==> src/rtl/seq_divider_pkg.sv <==
// Shared definitions for the sequential divider and the ALU control that drives it.
package seq_divider_pkg;

  localparam int DEFAULT_WIDTH = 32;

  // Quotient reported for a zero divisor.
  localparam logic [DEFAULT_WIDTH-1:0] DIV0_QUOTIENT = '1;

  localparam logic [3:0] ALU_OP_DIV = 4'b0011;

  typedef enum logic [1:0] {
    IDLE,
    RUN,
    FIX,
    DONE
  } div_state_t;

endpackage

==> src/rtl/seq_divider_div_step.sv <==
// One radix-2 restoring iteration: shift {rem, quo} left and subtract the divisor if it fits.
module div_step
  import seq_divider_pkg::*;
#(
  parameter int WIDTH = DEFAULT_WIDTH
) (
  input  logic [WIDTH-1:0] rem,
  input  logic [WIDTH-1:0] quo,
  input  logic [WIDTH-1:0] divisor,
  output logic [WIDTH-1:0] rem_next,
  output logic [WIDTH-1:0] quo_next
);

  logic [WIDTH:0] rem_sh;
  logic [WIDTH:0] trial;
  logic           fits;

  // rem < divisor always holds, so the shifted value minus the divisor fits in WIDTH+1 signed bits.
  assign rem_sh   = {rem, quo[WIDTH-1]};
  assign trial    = rem_sh - {1'b0, divisor};
  assign fits     = ~trial[WIDTH];
  assign rem_next = fits ? trial[WIDTH-1:0] : rem_sh[WIDTH-1:0];
  assign quo_next = {quo[WIDTH-2:0], fits};

endmodule

==> src/rtl/seq_divider.sv <==
// Multi-cycle restoring divider: quotient on Z_High, remainder on Z_Low.
module seq_divider
  import seq_divider_pkg::*;
#(
  parameter int WIDTH  = DEFAULT_WIDTH,
  parameter bit SIGNED = 1'b1
) (
  input  logic             clk,
  input  logic             clr_n,
  input  logic             start,
  input  logic [WIDTH-1:0] A,
  input  logic [WIDTH-1:0] B,
  output logic             busy,
  output logic             ready,
  output logic             div_by_zero,
  output logic [WIDTH-1:0] Z_High,
  output logic [WIDTH-1:0] Z_Low
);

  localparam int CNT_W = $clog2(WIDTH + 1);
  localparam logic [WIDTH-1:0] DIV0_Q = WIDTH'($signed(DIV0_QUOTIENT));

  div_state_t       state, next_state;
  logic [WIDTH-1:0] rem_q, quo_q, divisor_q;
  logic [WIDTH-1:0] rem_next, quo_next;
  logic [CNT_W-1:0] cnt_q;
  logic             sign_a_q, neg_quo_q, dz_q;

  logic             sign_a_in, sign_b_in, b_zero;
  logic [WIDTH-1:0] mag_a, mag_b;

  assign sign_a_in = SIGNED && A[WIDTH-1];
  assign sign_b_in = SIGNED && B[WIDTH-1];
  assign mag_a     = sign_a_in ? -A : A;
  assign mag_b     = sign_b_in ? -B : B;
  assign b_zero    = (B == '0);

  div_step #(.WIDTH(WIDTH)) u_step (
    .rem      (rem_q),
    .quo      (quo_q),
    .divisor  (divisor_q),
    .rem_next (rem_next),
    .quo_next (quo_next)
  );

  always_ff @(posedge clk or negedge clr_n) begin
    if (!clr_n) state <= IDLE;
    else        state <= next_state;
  end

  always_comb begin
    next_state = state;
    case (state)
      IDLE:    if (start) next_state = b_zero ? FIX : RUN;
      RUN:     if (cnt_q == CNT_W'(1)) next_state = FIX;
      FIX:     next_state = DONE;
      DONE:    next_state = IDLE;
      default: next_state = IDLE;
    endcase
  end

  // A zero divisor skips RUN, so quo_q carries the raw dividend straight to Z_Low.
  always_ff @(posedge clk or negedge clr_n) begin
    if (!clr_n) begin
      rem_q       <= '0;
      quo_q       <= '0;
      divisor_q   <= '0;
      cnt_q       <= '0;
      sign_a_q    <= 1'b0;
      neg_quo_q   <= 1'b0;
      dz_q        <= 1'b0;
      busy        <= 1'b0;
      ready       <= 1'b0;
      div_by_zero <= 1'b0;
      Z_High      <= '0;
      Z_Low       <= '0;
    end else begin
      case (state)
        IDLE: begin
          if (start) begin
            sign_a_q    <= sign_a_in;
            neg_quo_q   <= sign_a_in ^ sign_b_in;
            divisor_q   <= mag_b;
            rem_q       <= '0;
            quo_q       <= b_zero ? A : mag_a;
            cnt_q       <= CNT_W'(WIDTH);
            dz_q        <= b_zero;
            busy        <= 1'b1;
            div_by_zero <= 1'b0;
          end
        end
        RUN: begin
          rem_q <= rem_next;
          quo_q <= quo_next;
          cnt_q <= cnt_q - CNT_W'(1);
        end
        FIX: begin
          busy        <= 1'b0;
          ready       <= 1'b1;
          div_by_zero <= dz_q;
          if (dz_q) begin
            Z_High <= DIV0_Q;
            Z_Low  <= quo_q;
          end else begin
            Z_High <= neg_quo_q ? -quo_q : quo_q;
            Z_Low  <= sign_a_q ? -rem_q : rem_q;
          end
        end
        DONE: begin
          ready <= 1'b0;
        end
        default: begin
          ready <= 1'b0;
        end
      endcase
    end
  end

endmodule

==> config.mk <==
export PLATFORM = sky130hd
export DESIGN_NAME = seq_divider
export DESIGN_NICKNAME = d
export VERILOG_FILES = /design/src/rtl/seq_divider_pkg.sv /design/src/rtl/seq_divider_div_step.sv /design/src/rtl/seq_divider.sv
export SDC_FILE = /design/constraint.sdc
export NUM_CORES = 1
export LEC_CHECK = 0
export ABC_AREA = 1
export CAP_MARGIN = 20
export CELL_PAD_IN_SITES_DETAIL_PLACEMENT = 1
export CELL_PAD_IN_SITES_GLOBAL_PLACEMENT = 1
export CORE_ASPECT_RATIO = 0.75
export CORE_MARGIN = 2
export CORE_UTILIZATION = 41
export CTS_CLUSTER_DIAMETER = 150
export DETAILED_ROUTE_END_ITERATION = 6
export PLACE_DENSITY = 0.88
export SYNTH_ARGS = -nofsm -noshare
export SYNTH_HDL_FRONTEND = slang
export SYNTH_SLANG_ARGS = --single-unit
==> constraint.sdc <==
create_clock -name clk -period 3 [get_ports clk]
set_clock_uncertainty 0.05 [all_clocks]
set_input_delay 0.3 -clock clk [delete_from_list [all_inputs] [get_ports clk]]
set_output_delay 0.3 -clock clk [all_outputs]
set_load 0.02 [all_outputs]
==> reports/results.tsv <==
stage	metric	value	unit
global_route	initial antenna violation count	0	
sta	final setup TNS	0	ns
sta	crit share post-route	0.903	
sta	worst hold slack	0.407	ns
layout	filler instances	4523	
drt	Vias/cell	5.55	
logic_synthesis	sequential element share of the synthesized area	0.311	
critical_path	crit-path max FO	17	
critical_path	critical path class	register to register	
critical_path	Setup crit start kind	register	
logic_synthesis	share of flip-flops with an asynchronous set or reset	1.00	
drt	antenna-violating nets left	0	
placed_design	placed insts	2785	
layout	ANT cells	0	
logic_synthesis	Mapped Avg Cell Area	6.24	um2
logic_synthesis	Post-Synthesis Cell Area	14000	um2
worst_hold_path	Worst Hold Class	input port to asynchronous set/reset pin	
pwr	leakage	8.47	nW
cts	H-tree depth	4	
logic_synthesis	Post-synth EDFFs	0	
layout	Area growth syn-to-layout	17.1	%
placed_design	dpl hpwl	43900	um
layout	Multi-input gate area	8150	um2
placed_design	Post-DP Area	15800	um2
floorplan	die height	164	um
placed_design	dpl ws	0.296	ns
placed_design	port bufs	133	
layout	Nets	2465	
sta	Max Slew Vio Count	0	
logic_synthesis	YS warnings	0	
logic_synthesis	post-synth top area share	0.311	
cts	clock sink count	174	
global_route	Remaining Overflow, GRT	0	
logic_synthesis	post-synth top area cell	dfrtp_1	
sta	Max-slew headroom	0.383	
layout	FF+latch area	4350	um2
drt	Iter 0 DRT Violations	1270	
placed_design	GP Congestion	0.943	
floorplan	die area	35700	um2
outcome	outcome	completed	
sta	worst slew pin tran	0.925	ns
cts	CTS tree	built	
global_route	global-route wire length before repair	88100	um
floorplan	# IOs	134	
floorplan	Cell Rows	58	
drt	DR pass1 iterations	5	
pwr	PwrDens	1310	nW/um2
logic_synthesis	cell with the most instances after synthesis	nand2_1	
layout	fin cells	2818	
cts	total setup buffers inserted after CTS	0	
sta	unrepaired setup endpoints after global routing	false	
cts	Clock transition at path regs	0.07	ns
global_route	vias in the first global route	15700	
sta	Final WS setup	0.291	ns
drt	Post-route DRC	0	
floorplan	die width	218	um
run	number of max-cap violations	0	
drt	Routed wire per std cell	19.8	um
global_route	GRT Util Overall	0.317	
sta	maximum clock frequency	369	MHz
cts	Num CTS Buffers	17	
sta	min cycle time layout	2.71	ns
logic_synthesis	largest cells by area after synthesis	dfrtp_1 (31%), nand2_1 (20%), nand3_1 (8.5%)	
logic_synthesis	Synth Register Bits	174	
logic_synthesis	Synth top cells by count	nand2_1 (749), inv_1 (311), nand3_1 (239)	
critical_path	Worst setup EP type	register	
layout	share of layout cells above drive strength 1	0.0511	
cts	Longest Clk Path Bufs	2	
global_route	largest net degree at the start of global routing	80	
logic_synthesis	top_reg_cell synth	dfrtp_1	
floorplan	Starting Density	0.417	
pwr	total power	21.6	mW
drt	Detailed Route WL	55800	um
layout	Finished Cell Area	16400	um2
critical_path	arrival time worst endpoint	3.00	ns
pwr	VDD IR max	0.000516	V
critical_path	worst endpoint required time	3.29	ns
logic_synthesis	synth unique cells	48	
floorplan	core area	33600	um2
sta	Setup violations, final	0	
layout	Final Util	0.488	
drt	Vias	15600	
sta	Hold Fails Final Rpt	0	
logic_synthesis	net count after synthesis	2357	
cts	root buf cell	clkbuf_16	
logic_synthesis	Cells after Synth	2247	
cts	Clock Latency Late Sink	0.47	ns
-- cell families (layout without fill, tap and decap cells) --
| family | Yosys count | count (layout) | share of synthesized area |
|---|---|---|---|
| and+or+nand+nor | 1316 | 1316 | 0.404 |
| buffers and inverters | 391 | 512 | 0.108 |
| AOI/OAI and AO/OA | 275 | 275 | 0.108 |
| DFF | 174 | 174 | 0.311 |
| xor gates and xnor gates | 48 | 48 | 0.0300 |
| adders and majority gates | 43 | 43 | 0.0389 |
-- critical path, stage by stage (launching register included) --
cell and delay (ns):
dfrtp_1 0.35, inv_1 0.12, ha_1 0.25, fa_1 0.41
inv_1 0.11, nand2_1 0.05, nand2_1 0.07, nand3_1 0.08
nand2_2 0.14, nand2_4 0.07, nand2_4 0.07, nand2_4 0.07
nand2_4 0.09, nand2_4 0.13, nand2_4 0.25, nand2_1 0.10
nand3_1 0.10, nand2_1 0.07
-- placed cells by master, fill, tap and decap left out, drive strengths merged --
cell type and count:
or2 8, a31oi 15, nand2 776, clkinvlp 3, and3 2, buf 27, nor4 7, o31ai 5
a21oi 111, and2 5, o22ai 10, a22oi 1, a21o 2, nor2 190, dlygate4sd3 1, inv 325
nand3b 24, dfrtp 174, clkbuf 17, bufinv 1, o21ai 110, clkinv 6, fa 1, o32ai 2
clkdlybuf4s50 132, o21bai 8, xnor2 12, xor2 36, nor3 34, ha 42, o211ai 9, o221ai 2
nand4 29, nand3 241
-- path summary, 6_finish.rpt --
check	slack [ns]	to	startpoint	depth (start not counted)
max	0.29	rem_q[15]	quo_q[31]	17
min	0.41	rem_q[30]	clr_n	2
max reg2reg	0.29	rem_q[15]	quo_q[31]	17
min reg2reg	0.43	Z_Low[7]	Z_Low[7]	2
max in group asynchronous	1.61	quo_q[4]	clr_n	3
min in group clk	0.42	divisor_q[0]	B[0]	3
-- what timing repair did --
item | CTS | global route
setup endpoints to repair | 0 | 0
hold buffers | 1 | 0
resized for setup | 0 | 0
hold endpoints to repair | 75 | 0
-- cell type report --
| cell class | instances | share of cell area |
|---|---|---|
| multi-input cells | 1682 | 0.497 |
| inverters | 320 | 0.0732 |
| repair buffers | 160 | 0.0952 |
| well taps | 450 | 0.0343 |
| flip-flops and latches | 174 | 0.265 |
| clock inverters | 15 | 0.00923 |
| clock buffers | 17 | 0.0259 |
-- where the power goes --
group	total (mW)	switching (mW)	internal [mW]
sequential	4.74	1.26	3.48
combinational	14.5	9.87	4.65
clock	2.30	1.13	1.17
-- registers in the layout, summed over array words and instances, names as in the netlist --
name         flops
Z_High          32
Z_Low           32
busy             1
cnt_q            6
div_by_zero      1
divisor_q       32
dz_q             1
neg_quo_q        1
quo_q           32
ready            1
rem_q           32
sign_a_q         1
state            2
-- layer usage --
metal | part of all wire | GRT usage | vias up | wire, um
met5 | 0 | 0 | - | 0
met4 | 0.015 | 0.0641 | 0 | 845
met3 | 0.075 | 0.0622 | 63 | 4190
met2 | 0.44 | 0.486 | 515 | 24300
met1 | 0.47 | 0.463 | 7691 | 26500
li1 | - | - | 7369 | -
Power figures use the tool's default switching activity.
